===== src/rtl/throw_pkg.sv =====
// throw_pkg: shared states, player ids and helpers for the cat-vs-dog throw datapath.
package throw_pkg;
  typedef enum logic [2:0] {
    ST_IDLE,
    ST_AIM,
    ST_CHARGE,
    ST_FLIGHT,
    ST_RESOLVE,
    ST_GAP,
    ST_OVER
  } turn_state_t;
  localparam logic PLAYER_CAT = 1'b0;
  localparam logic PLAYER_DOG = 1'b1;
  localparam logic [6:0] WIND_CALM = 7'd50;
  function automatic logic [6:0] sat_sub(input logic [6:0] a, input logic [6:0] b);
    return a > b ? a - b : 7'd0;
  endfunction
  function automatic logic [6:0] wind_mod101(input logic [6:0] v);
    return v >= 7'd101 ? v - 7'd101 : v;
  endfunction
endpackage


===== src/rtl/tick_gen.sv =====
// tick_gen: free-running prescaler emitting a one-cycle tick every DIV clk cycles.
module tick_gen #(
  parameter int unsigned DIV = 1300000
) (
  input  logic clk,
  input  logic rst,
  output logic tick_o
);
  localparam int unsigned W = DIV > 1 ? $clog2(DIV) : 1;
  logic [W-1:0] cnt_q, cnt_d;
  assign tick_o = cnt_q == W'(DIV - 1);
  assign cnt_d = tick_o ? '0 : cnt_q + 1'b1;
  always_ff @(posedge clk) cnt_q <= rst ? '0 : cnt_d;
endmodule


===== src/rtl/turn_ctl.sv =====
// turn_ctl: turn scheduler, force charging, damage and winner for the throw units.
// TURN_CTL_WIND_RANDOM_EN selects LFSR-driven wind per turn; otherwise wind is calm.
module turn_ctl
  import throw_pkg::*;
#(
  parameter int unsigned TICK_DIV     = 1300000,
  parameter int unsigned FORCE_MAX    = 1000,
  parameter int unsigned FORCE_STEP   = 10,
  parameter int unsigned FLIGHT_TICKS = 120,
  parameter int unsigned GAP_CYCLES   = 4,
  parameter int unsigned HP_MAX       = 100,
  parameter int unsigned DAMAGE       = 20
) (
  input  logic       clk,
  input  logic       rst,
  input  logic       start,
  input  logic       btn_left,
  input  logic       hit_cat,
  input  logic       hit_dog,
  output logic       enable_cat,
  output logic       enable_dog,
  output logic [9:0] throw_force,
  output logic [6:0] wind,
  output logic       turn,
  output logic [6:0] hp_cat,
  output logic [6:0] hp_dog,
  output logic       game_over,
  output logic       winner
);
  localparam int unsigned TW = $clog2(FLIGHT_TICKS + 1);
  localparam int unsigned GW = $clog2(GAP_CYCLES + 1);
  turn_state_t state_q, state_d;
  logic [9:0] force_q, force_d;
  logic [6:0] hp_cat_q, hp_cat_d, hp_dog_q, hp_dog_d;
  logic turn_q, turn_d, winner_q, winner_d, hit_q, hit_d, btn_q;
  logic [TW-1:0] timer_q, timer_d;
  logic [GW-1:0] gap_q, gap_d;
  logic tick, press, valid_hit, timeout, gap_done, hp_zero;
  logic [10:0] force_sum;
  logic [9:0] force_sat;
  tick_gen #(.DIV(TICK_DIV)) u_tick (
    .clk   (clk),
    .rst   (rst),
    .tick_o(tick)
  );
  assign press = btn_left & ~btn_q;
  // only the opponent's target counts; self-hits are dropped here
  assign valid_hit = turn_q == PLAYER_CAT ? hit_dog : hit_cat;
  assign timeout = tick && timer_q == TW'(FLIGHT_TICKS - 1);
  assign gap_done = gap_q == GW'(GAP_CYCLES - 1);
  assign hp_zero = hp_cat_q == 7'd0 || hp_dog_q == 7'd0;
  assign force_sum = {1'b0, force_q} + 11'(FORCE_STEP);
  assign force_sat = force_sum > 11'(FORCE_MAX) ? 10'(FORCE_MAX) : force_sum[9:0];
  always_comb begin
    state_d = state_q;
    force_d = force_q;
    hp_cat_d = hp_cat_q;
    hp_dog_d = hp_dog_q;
    turn_d = turn_q;
    winner_d = winner_q;
    hit_d = hit_q;
    timer_d = timer_q;
    gap_d = gap_q;
    case (state_q)
      ST_IDLE, ST_OVER: if (start) begin
        hp_cat_d = 7'(HP_MAX);
        hp_dog_d = 7'(HP_MAX);
        turn_d = PLAYER_CAT;
        force_d = '0;
        state_d = ST_AIM;
      end
      ST_AIM: begin
        force_d = '0;
        if (press) state_d = ST_CHARGE;
      end
      ST_CHARGE: begin
        timer_d = '0;
        if (!btn_left) state_d = ST_FLIGHT;
        else if (tick) force_d = force_sat;
      end
      ST_FLIGHT: begin
        if (tick) timer_d = timer_q + 1'b1;
        if (valid_hit || timeout) begin
          hit_d = valid_hit;
          state_d = ST_RESOLVE;
        end
      end
      ST_RESOLVE: begin
        if (hit_q && turn_q == PLAYER_CAT) hp_dog_d = sat_sub(hp_dog_q, 7'(DAMAGE));
        if (hit_q && turn_q == PLAYER_DOG) hp_cat_d = sat_sub(hp_cat_q, 7'(DAMAGE));
        hit_d = 1'b0;
        gap_d = '0;
        state_d = ST_GAP;
      end
      ST_GAP: begin
        gap_d = gap_q + 1'b1;
        if (gap_done && hp_zero) begin
          winner_d = turn_q;
          state_d = ST_OVER;
        end else if (gap_done) begin
          turn_d = ~turn_q;
          force_d = '0;
          state_d = ST_AIM;
        end
      end
      default: state_d = ST_IDLE;
    endcase
  end
  always_ff @(posedge clk) begin
    if (rst) begin
      state_q <= ST_IDLE;
      force_q <= '0;
      hp_cat_q <= 7'(HP_MAX);
      hp_dog_q <= 7'(HP_MAX);
      turn_q <= PLAYER_CAT;
      winner_q <= 1'b0;
      hit_q <= 1'b0;
      timer_q <= '0;
      gap_q <= '0;
      btn_q <= 1'b0;
    end else begin
      state_q <= state_d;
      force_q <= force_d;
      hp_cat_q <= hp_cat_d;
      hp_dog_q <= hp_dog_d;
      turn_q <= turn_d;
      winner_q <= winner_d;
      hit_q <= hit_d;
      timer_q <= timer_d;
      gap_q <= gap_d;
      btn_q <= btn_left;
    end
  end
`ifdef TURN_CTL_WIND_RANDOM_EN
  logic [15:0] lfsr_q;
  logic [6:0] wind_q;
  logic switch_turn;
  assign switch_turn = state_q == ST_GAP && gap_done && !hp_zero;
  always_ff @(posedge clk) begin
    if (rst) begin
      lfsr_q <= 16'hACE1;
      wind_q <= WIND_CALM;
    end else begin
      lfsr_q <= {lfsr_q[14:0], lfsr_q[15] ^ lfsr_q[13] ^ lfsr_q[12] ^ lfsr_q[10]};
      if (switch_turn) wind_q <= wind_mod101(lfsr_q[6:0]);
    end
  end
  assign wind = wind_q;
`else
  assign wind = WIND_CALM;
`endif
  assign enable_cat = state_q == ST_FLIGHT && turn_q == PLAYER_CAT;
  assign enable_dog = state_q == ST_FLIGHT && turn_q == PLAYER_DOG;
  assign throw_force = force_q;
  assign turn = turn_q;
  assign hp_cat = hp_cat_q;
  assign hp_dog = hp_dog_q;
  assign game_over = state_q == ST_OVER;
  assign winner = winner_q;
endmodule


===== config.mk =====
export PLATFORM = sky130hd
export DESIGN_NAME = turn_ctl
export DESIGN_NICKNAME = d
export VERILOG_FILES = /design/src/rtl/throw_pkg.sv /design/src/rtl/tick_gen.sv /design/src/rtl/turn_ctl.sv
export SDC_FILE = /design/constraint.sdc
export NUM_CORES = 1
export LEC_CHECK = 0
export CAP_MARGIN = 20
export CORE_ASPECT_RATIO = 1.5
export CORE_MARGIN = 2
export CORE_UTILIZATION = 45
export DETAILED_ROUTE_END_ITERATION = 8
export GPL_TIMING_DRIVEN = 0
export PLACE_DENSITY = 0.68
export SYNTH_ARGS = -nofsm -noshare
export SYNTH_HDL_FRONTEND = slang
export SYNTH_SLANG_ARGS = --single-unit
export TNS_END_PERCENT = 5

===== constraint.sdc =====
create_clock -name clk -period 7.3 [get_ports clk]
set_clock_uncertainty 0.1 [all_clocks]
set_input_delay 1.825 -clock clk [delete_from_list [all_inputs] [get_ports clk]]
set_output_delay 1.825 -clock clk [all_outputs]
set_load 0.005 [all_outputs]

==> key figures <==
Worst setup path
  – CP Capture Type: output pin
  – R2r setup slk: 4.47 ns
  – Crit Path Max Fanout: 10
  – Startpoint types: register
  – Worst Path Arrival: around 2.2 ns
  – Number of cells on the worst reg-to-reg path: 7
  – Kind of critical path: register to output pin
  – Reg-to-reg startpoint: u_tick.cnt_q[0]
  – R2R Path End: throw_force[9]
  – Crit path launch: state_q[0]
  – Worst EP required: 5.38 ns

STA
  – Worst Max-Slew Pin Slew: 0.815 ns
  – Minimum clock period: 4.15 ns
  – Final hold vios: 0
  – Max-slew headroom: 0.452
  – Fmax: 241 MHz
  – Final number of max-transition violations: 0
  – RSZ-0062 raised after global routing: no
  – Setup total negative slack: 0 ns
  – Final Cycle Share: 0.568
  – Final setup fails: 0

Finish
  – Multi-input logic area: 0.00189 mm^2
  – Final core utilization: 0.559
  – FF/Latch Area: 0.00114 mm^2
  – Layout Area Growth over Synthesis: 20.7%
  – Commonest non-fill, non-tap cell in the layout: dfxtp_1
  – N_diodes: 0
  – Layout cells sized above 1: 0.0724
  – Post-route insts no fill: 534
  – Finished layout cell area: 0.00383 mm^2
  – Nets@finish: approximately 470
  – FILL cells: around 690
  – Most frequent cells in the layout: 57 x dfxtp_1, 51 x nor2_1, 37 x nand2_1, 37 x a21oi_1, 28 x clkdlybuf4s50_1

Synth
  – Synthesized area per cell: 7.89 um^2
  – Mapped cell area: 0.00317 mm^2
  – Register area share after synthesis: 0.360
  – Synth cell types: between 50 and 60
  – Post-Syn Instances: 402
  – Synthesis-stage register bit count: 57
  – Top FF cell, synth: dfxtp_1
  – Post-synth EDFFs: 0
  – Fraction of registers with async set/reset: 0
  – Synth warn: 0

Floorplanning
  – Die ar.: 0.00775 mm^2
  – Initial Utilization: 0.463
  – Die Y: 107 um
  – Die X: 72.6 um
  – Placeable core region: 0.00685 mm^2
  – Num rows: 37
  – I/O pin total: 42

Placement
  – Placed Cells: about 520
  – Final HPWL DP: 5.49 mm
  – DP Area: 0.00359 mm^2
  – Port Buffers: 28
  – Gpl congestion: roughly 0.9

Drt
  – DRC: 0
  – Average wire per cell in the routed design: ~14 um
  – Number of nets with antenna violations after routing: 0
  – Number of iterations in the first detailed-routing pass: 4
  – Vias per cell: ~5.5
  – Via count: 2955
  – WL final: 7.31 mm
  – DR iter-0 viols: about 150

CTS
  – Root Buffer: clkbuf_8
  – Clk sinks: 57
  – CTS tree: done
  – H-tree Lvls: 3
  – Clock buffer count from CTS: 9
  – Clk Latency, worst-skew pair: 0.35 ns
  – CTS Hold Bufs: 0
  – Post-CTS Setup Bufs: 0
  – Clock slew seen by the registers of the worst setup and hold paths: ~0.07 ns
  – Max Buffers Root-to-Sink: 2
  – Cells resized by post-CTS repair: 0

Run
  – Max Cap Violations: 0

Pwr
  – Leakage: 1.42 nW
  – Power Density: approximately 240 mW/mm^2
  – Worst vdd ir: 134 uV

Hold path
  – HP Class: register to register
  – Hold Startpoint: u_tick.cnt_q[0]
  – Worst hold endpoint: u_tick.cnt_q[0]
  – Hold Path Depth: 1

GRT
  – Vias in the first global route: 2848
  – Initial antenna violation count: 0
  – Largest net degree at the start of global routing: 11
  – First-pass GRT wire length: 12.3 mm
  – GRT Overall Usage: 0.198
  – Grt ovf: 0

Run status
  – Run status: complete, no violations
-- flip-flops by register name, summed over array words and instances, names as in the netlist --
register      flops
timer_q           7
u_tick.cnt_q     21
hp_dog            5
winner            1
turn              1
btn_q             1
throw_force       9
state_q           3
hit_q             1
hp_cat            5
gap_q             3
-- kinds of logic after synthesis --
family	Yosys count	share of synthesized area
muxes	4	0.0130
DFF	57	0.360
xor gates and xnor gates	22	0.0607
buffers and inverters	36	0.0572
other	2	0.00237
adders and majority gates	12	0.0473
and+or+nand+nor	185	0.303
AOI/OAI and AO/OA	84	0.157
-- worst max path at each step --
stage / to / slack (ns) / depth (start not counted)
finish: enable_dog / 3.15 / 4
global route: enable_dog / 3.03 / 4
CTS: enable_dog / 3.17 / 4
detailed placement: throw_force[9] / 3.30 / 6
global placement: throw_force[9] / 3.32 / 6
floorplan: u_tick.cnt_q[10] / 4.16 / 5
-- cell usage after synthesis (6+ instances only) --
master,count,area [um^2]
a21oi_1,37,185
and3_1,7,43.8
buf_4,12,90.1
clkbuf_1,7,26.3
dfxtp_1,57,1140
ha_1,12,150
inv_1,12,45.0
nand2_1,37,139
nand2b_1,6,37.5
nand3_1,18,90.1
nand4_1,10,62.6
nor2_1,51,191
nor2b_1,8,50.1
nor3_1,8,40.0
o211ai_1,6,45.0
o21ai_0,18,90.1
or3_1,9,56.3
xor2_1,17,149
-- stage by stage --
step	power (W)	hold slack, ns	worst slack (ns)
after global placement	0.000569	0.336	3.32
after CTS	0.000938	0.362	3.17
final	0.000936	0.358	3.15
after global routing	0.000980	0.385	3.03
after floorplan	0.000506	0.326	4.16
after detailed placement	0.000575	0.350	3.30
-- worst max-delay path, cell delays in order (launching register included) --
cell,delay [ns]
dfxtp_1,0.37
clkbuf_1,0.36
buf_1,0.41
and3_1,0.23
clkdlybuf4s50_1,0.50
-- layer usage --
metal	up-vias	track usage	share of wire
li1	1498	-	-
met1	1371	0.201	0.42
met2	74	0.376	0.53
met3	12	0.0479	0.041
met4	0	0.0780	0.015
met5	-	0	0
-- where the power goes --
group          internal, W  total (W)  switching (W)
combinational    0.0000862   0.000224       0.000138
sequential        0.000327   0.000347      0.0000197
clock             0.000234   0.000365       0.000131
-- final cells by class --
type / count / share of cell area
multi-input combinational: 319 / 0.493
clock buffer: 10 / 0.0359
inverter: 13 / 0.0127
sequential: 57 / 0.298
tap: 78 / 0.0255
clock inverter: 6 / 0.0274
timing repair buffer: 28 / 0.0732
buffer: 23 / 0.0346
No activity file was read; power rests on OpenSTA's default activity.
